**config.mk**
```make
export PLATFORM = sky130hd
export DESIGN_NAME = axi_wr_slave
export DESIGN_NICKNAME = d
export VERILOG_FILES = /design/src/rtl/axi_pkg.sv /design/src/rtl/axi_burst_addr.sv /design/src/rtl/axi_wr_slave.sv
export SDC_FILE = /design/constraint.sdc
export NUM_CORES = 1
export LEC_CHECK = 0
export ABC_CLOCK_PERIOD_IN_PS = 9310
export CORE_MARGIN = 5
export CORE_UTILIZATION = 40
export CTS_CLUSTER_SIZE = 12
export DETAILED_ROUTE_END_ITERATION = 16
export PLACE_DENSITY = 0.73
export SLEW_MARGIN = 20
export SYNTH_ARGS = -nofsm -noshare
export SYNTH_HDL_FRONTEND = slang
export SYNTH_SLANG_ARGS = --single-unit
```
**constraint.sdc**
```tcl
create_clock -name axi_aclk -period 9.31 [get_ports axi_aclk]
set_input_delay 2.793 -clock axi_aclk [delete_from_list [all_inputs] [get_ports axi_aclk]]
set_output_delay 2.793 -clock axi_aclk [all_outputs]
set_load 0.05 [all_outputs]
```
**src/rtl/axi_pkg.sv**
```systemverilog
// Shared AXI encodings and the write-slave state type.
// Used by the write slave and its burst address helper.
package axi_pkg;

  typedef enum logic [1:0] {
    BURST_FIXED = 2'b00,
    BURST_INCR  = 2'b01,
    BURST_WRAP  = 2'b10,
    BURST_RSVD  = 2'b11
  } burst_t;

  typedef enum logic [1:0] {
    RESP_OKAY   = 2'b00,
    RESP_SLVERR = 2'b10
  } resp_t;

  typedef enum logic [1:0] {
    S_IDLE = 2'b00,
    S_DATA = 2'b01,
    S_RESP = 2'b10
  } state_t;

  function automatic logic wrap_len_ok(input logic [7:0] len);
    return (len == 8'd1) || (len == 8'd3) ||
           (len == 8'd7) || (len == 8'd15);
  endfunction

endpackage

```
**src/rtl/axi_burst_addr.sv**
```systemverilog
// Next-beat address for FIXED, INCR and WRAP bursts.
// Purely combinational so read and write slaves can share it.
module axi_burst_addr
  import axi_pkg::*;
#(
  parameter int AW = 32
) (
  input  logic [AW-1:0] addr,
  input  logic [7:0]    len,
  input  logic [2:0]    size,
  input  logic [1:0]    burst,
  output logic [AW-1:0] next_addr
);

  logic [AW-1:0] step;
  logic [AW-1:0] span;

  always_comb begin
    step      = AW'(1) << size;
    span      = (AW'(len) + AW'(1)) << size;
    next_addr = addr;
    unique case (1'b1)
      (burst == BURST_INCR):
        next_addr = (addr & ~(step - AW'(1))) + step;
      (burst == BURST_WRAP):
        next_addr = (addr & ~(span - AW'(1))) |
                    ((addr + step) & (span - AW'(1)));
      default:
        next_addr = addr;
    endcase
  end

endmodule

```
**src/rtl/axi_wr_slave.sv**
```systemverilog
// AXI write-channel slave: one burst at a time, per-beat
// registered memory writes and a single B response.
module axi_wr_slave
  import axi_pkg::*;
#(
  parameter int AW = 32,
  parameter int DW = 64
) (
  input  logic            axi_aclk,
  input  logic            rst,
  input  logic [AW-1:0]   axi_awaddr,
  input  logic [7:0]      axi_awlen,
  input  logic [2:0]      axi_awsize,
  input  logic [1:0]      axi_awburst,
  input  logic            axi_awvalid,
  output logic            axi_awready,
  input  logic [DW-1:0]   axi_wdata,
  input  logic [DW/8-1:0] axi_wstrb,
  input  logic            axi_wlast,
  input  logic            axi_wvalid,
  output logic            axi_wready,
  output logic [1:0]      axi_bresp,
  output logic            axi_bvalid,
  input  logic            axi_bready,
  output logic            mem_we,
  output logic [AW-1:0]   mem_addr,
  output logic [DW-1:0]   mem_wdata,
  output logic [DW/8-1:0] mem_wstrb
);

  localparam int MAX_SIZE = $clog2(DW / 8);

  state_t        state;
  logic [AW-1:0] addr_q;
  logic [7:0]    len_q;
  logic [7:0]    beat_q;
  logic [2:0]    size_q;
  logic [1:0]    burst_q;
  logic          cfg_err;
  logic          proto_err;
  logic [1:0]    bresp_q;

  logic [AW-1:0] next_addr;
  logic          aw_err;
  logic          last_beat;
  logic          mism;
  logic          w_hs;

  axi_burst_addr #(.AW(AW)) u_addr (
    .addr      (addr_q),
    .len       (len_q),
    .size      (size_q),
    .burst     (burst_q),
    .next_addr (next_addr)
  );

  assign axi_awready = (state == S_IDLE);
  assign axi_wready  = (state == S_DATA);
  assign axi_bvalid  = (state == S_RESP);
  assign axi_bresp   = bresp_q;

  assign last_beat = (beat_q == len_q);
  assign mism      = (axi_wlast != last_beat);
  assign w_hs      = axi_wvalid && (state == S_DATA);

  // Configuration errors suppress memory writes for the whole burst.
  always_comb begin
    aw_err = (axi_awburst == BURST_RSVD) ||
             (int'(axi_awsize) > MAX_SIZE);
    if (axi_awburst == BURST_WRAP) begin
      if (!wrap_len_ok(axi_awlen) ||
          ((axi_awaddr & ((AW'(1) << axi_awsize) - AW'(1))) != '0))
        aw_err = 1'b1;
    end
  end

  always_ff @(posedge axi_aclk) begin
    if (rst) begin
      state     <= S_IDLE;
      addr_q    <= '0;
      len_q     <= '0;
      beat_q    <= '0;
      size_q    <= '0;
      burst_q   <= '0;
      cfg_err   <= 1'b0;
      proto_err <= 1'b0;
      bresp_q   <= RESP_OKAY;
      mem_we    <= 1'b0;
      mem_addr  <= '0;
      mem_wdata <= '0;
      mem_wstrb <= '0;
    end else begin
      mem_we <= 1'b0;
      unique case (state)
        S_IDLE: begin
          if (axi_awvalid) begin
            addr_q    <= axi_awaddr;
            len_q     <= axi_awlen;
            size_q    <= axi_awsize;
            burst_q   <= axi_awburst;
            beat_q    <= '0;
            cfg_err   <= aw_err;
            proto_err <= 1'b0;
            state     <= S_DATA;
          end
        end
        S_DATA: begin
          if (w_hs) begin
            if (!cfg_err) begin
              mem_we    <= 1'b1;
              mem_addr  <= addr_q;
              mem_wdata <= axi_wdata;
              mem_wstrb <= axi_wstrb;
            end
            addr_q    <= next_addr;
            beat_q    <= beat_q + 8'd1;
            proto_err <= proto_err | mism;
            if (last_beat) begin
              state   <= S_RESP;
              bresp_q <= (cfg_err | proto_err | mism) ?
                         RESP_SLVERR : RESP_OKAY;
            end
          end
        end
        S_RESP: begin
          if (axi_bready) state <= S_IDLE;
        end
        default: state <= S_IDLE;
      endcase
    end
  end

endmodule

```
==> results.sh <==
export IMPL_cts_buffers=17
export IMPL_io_pins=233
export IMPL_crit_slowest_cell="clkdlybuf4s50_1"
export IMPL_antenna_found_initial=0
export IMPL_grtUsageMet2_pct=38.7
export IMPL_area_growth_pct=30.5
export IMPL_grt_overflow=0
export IMPL_leakage_nw=4.35
export IMPL_rows=57
export IMPL_synth_xor_area_share_pct=5.59
export IMPL_fin_worst_skew_ns=0.0167
export IMPL_rsz0062_at_grt="false"
export IMPL_antenna_left=0
export IMPL_synth_edf_count=0
export IMPL_fin_setup_tns_ns=0
export IMPL_max_clock_freq_ghz=0.183
export IMPL_yosysWarnings=0
export IMPL_met1_usage_pct=29.6
export IMPL_critPathMaxFanout=37
export IMPL_initial_utilization_pct=40.6
export IMPL_tightestPinTransition_ns=0.997
export IMPL_finalSetupViolations=0
export IMPL_critPathRequiredTime_ns=6.52
export IMPL_n_antenna_cell=0
export IMPL_hold_viol=0
export IMPL_wl_per_cell_um=18.3
export IMPL_drt_iter0_drc=1053
export IMPL_crit_path_frequent_cell="buf_4"
export IMPL_syn_nets=1511
export IMPL_maxSlewViolCount=0
export IMPL_finalNetCount=1669
export IMPL_numPortBuffers=231
export IMPL_synth_adder_area_share_pct=2.68
export IMPL_avgSynthCellArea_um2=7.22
export IMPL_synth_flop_cell="dfxtp_1"
export IMPL_period_minus_slack_ns=5.47
export IMPL_fp_dieW_um=167
export IMPL_viasPerCell=5.66
export IMPL_dieArea_um2=27900
export IMPL_netlist_cell_type_count=86
export IMPL_met3_usage_pct=4.55
export IMPL_grt_max_degree=106
export IMPL_synth_ff_latch_count=163
export IMPL_synthMuxAreaShare_pct=0.823
export IMPL_cts_setup_buffers=0
export IMPL_max_slew_margin_pct=33.5
export IMPL_crit_chain="nand2b_1, buf_4, clkinv_1, buf_4, clkdlybuf4s50_1"
export IMPL_drt_wl_total_um=34100
export IMPL_drc=0
export IMPL_place_area_um2=12300
export IMPL_power_mw=2.00
export IMPL_clock_sinks=163
export IMPL_irDropWorstVdd_v=0.000117
export IMPL_startpoint_type="flop"
export IMPL_final_period_utilization_pct=58.7
export IMPL_synthSimpleGateAreaFrac_pct=27.3
export IMPL_path_class="reg -> out"
export IMPL_cts_max_level=4
export IMPL_cts_hold_buffers=0
export IMPL_synth_top_family_by_area="simple AND/OR/NAND/NOR gates"
export IMPL_grt_pass1_vias=9923
export IMPL_num_vias=10559
export IMPL_cp_slowest_stage_delay_ns=0.76
export IMPL_status="finished clean"
export IMPL_cts_path_max_buffers=2
export IMPL_gp_congestion=0.939
export IMPL_cts_resized=0
export IMPL_die_h_um=167
export IMPL_synth_async_reset_ratio_pct=0
export IMPL_crit_path_end_kind="output pin"
export IMPL_core_area_um2=24300
export IMPL_hpwlAfterDp_um=24700
export IMPL_grt_most_used_layer="met2"
export IMPL_drive_above_1_share_pct=4.74
export IMPL_grt_first_pass_wirelength_um=53400
export IMPL_yosysTopAreaCell="dfxtp_1"
export IMPL_yosysSeqAreaShare_pct=33.0
export IMPL_cap_violations=0
export IMPL_arrival_ns=2.67
export IMPL_ys_top_cells_by_area="dfxtp_1 33%, nand2_1 12%, a21oi_1 9.0%"
export IMPL_powerDensity_nw_per_um2=155
export IMPL_syn_instance_count=1369
export IMPL_hold_path_class="reg -> reg"
export IMPL_utilization_pct=53.0
export IMPL_syn_cell_area_um2=9880
export IMPL_cp_num_buf_inv=4
export IMPL_clk_pin_slew_ns=0.07
export IMPL_cp_top_family="buffers and inverters"
export IMPL_synth_top_area_share_pct=33.0
export IMPL_drt_pass1_iterations=5
export IMPL_tritoncts="yes"
export IMPL_fin_area_um2=12900
export IMPL_grt_use_total_pct=23.1
export IMPL_insertion_delay_ns=0.44
export IMPL_synth_compound_area_share_pct=24.8
export IMPL_root_buffer="clkbuf_16"
logic make-up (layout without fill, tap and decap cells):
family | Yosys count | count (layout)
XOR/XNOR | 63 | 63
flip-flops | 163 | 163
multiplexers | 8 | 8
AO/OA/AOI/OAI | 392 | 392
other | 1 | 1
adder cells (fa/ha/maj) | 21 | 21
AND/OR/NAND/NOR | 584 | 584
buffers and inverters | 137 | 308
where the power goes:
group,switching [mW],internal [mW],total (mW)
Combinational,0.301,0.195,0.496
Clock,0.345,0.364,0.709
Sequential,0.0587,0.736,0.794
Total,0.705,1.29,2.00
metrics by stage:
| stage | cells | hold slack [ns] | setup slack (ns) |
|---|---|---|---|
| 2_1_floorplan | 1369 | 0.437 | 4.82 |
| 3_3_place_gp | 1831 | 0.441 | 3.77 |
| 3_5_place_dp | 1831 | 0.445 | 3.71 |
| 4_1_cts | 1863 | 0.456 | 3.89 |
| 5_1_grt | 1864 | 0.472 | 3.71 |
| 6_report | 1864 | 0.454 | 3.84 |
cell type report:
cell class | instances | area, um^2
fillers | 2360 | 11400
clock buffers | 17 | 425
repair buffers | 248 | 2450
well taps | 324 | 405
clock inverters | 15 | 179
inverters | 28 | 105
flip-flops and latches | 163 | 3260
multi-input cells | 1069 | 6070
layout by cell type, fill, tap and decap left out, types with 7 or more instances in the layout:
cell type / Yosys / layout
nand2_1: 314 / 314
o32ai_1: 9 / 9
nand4_1: 27 / 27
a31oi_1: 15 / 15
a211oi_1: 18 / 18
clkdlybuf4s50_1: 0 / 230
inv_1: 26 / 26
nor2b_1: 17 / 16
and2_1: 12 / 12
mux2i_1: 7 / 7
nor3_1: 28 / 28
o21ai_0: 62 / 62
o211ai_1: 10 / 10
nand3_1: 28 / 28
buf_4: 2 / 16
and3_1: 10 / 10
a21o_1: 7 / 7
o31ai_1: 14 / 14
nand2b_1: 14 / 14
nor2_1: 80 / 79
nor4_1: 14 / 14
xnor2_1: 43 / 43
xor2_1: 20 / 20
clkbuf_16: 0 / 17
a21oi_1: 177 / 177
dfxtp_1: 163 / 163
ha_1: 18 / 18
worst paths after layout:
path                 end  slack, ns         from  depth (start not counted)
max reg2reg         flop       5.08    size_q[2]                         13
min reg2reg  mem_addr[1]       0.45  mem_addr[1]                          2
max           axi_wready       3.84     state[1]                          5
min          mem_addr[1]       0.45  mem_addr[1]                          2
tightest hold or removal path, stage by stage, from the launching register on:
cell     delay (ns)
dfxtp_1        0.31
nand2_1        0.05
a21oi_1        0.05
layer usage:
metal,share of wire (%),wire length [um],vias to the layer above
li1,-,-,5145
met1,42,14200,4902
met2,48,16200,440
met3,7.7,2630,72
met4,3.2,1080,0
met5,0,0,-
synth_stat cells, drive strengths merged (15+ instances only):
cell type	instances
a211oi	20
a21oi	178
a31oi	15
buf	33
clkbuf	76
dfxtp	163
ha	18
inv	26
nand2	314
nand3	30
nand4	29
nor2	80
nor2b	17
nor3	28
o21ai	64
xnor2	43
xor2	20
Note: power is estimated with default switching activity, not from simulation.
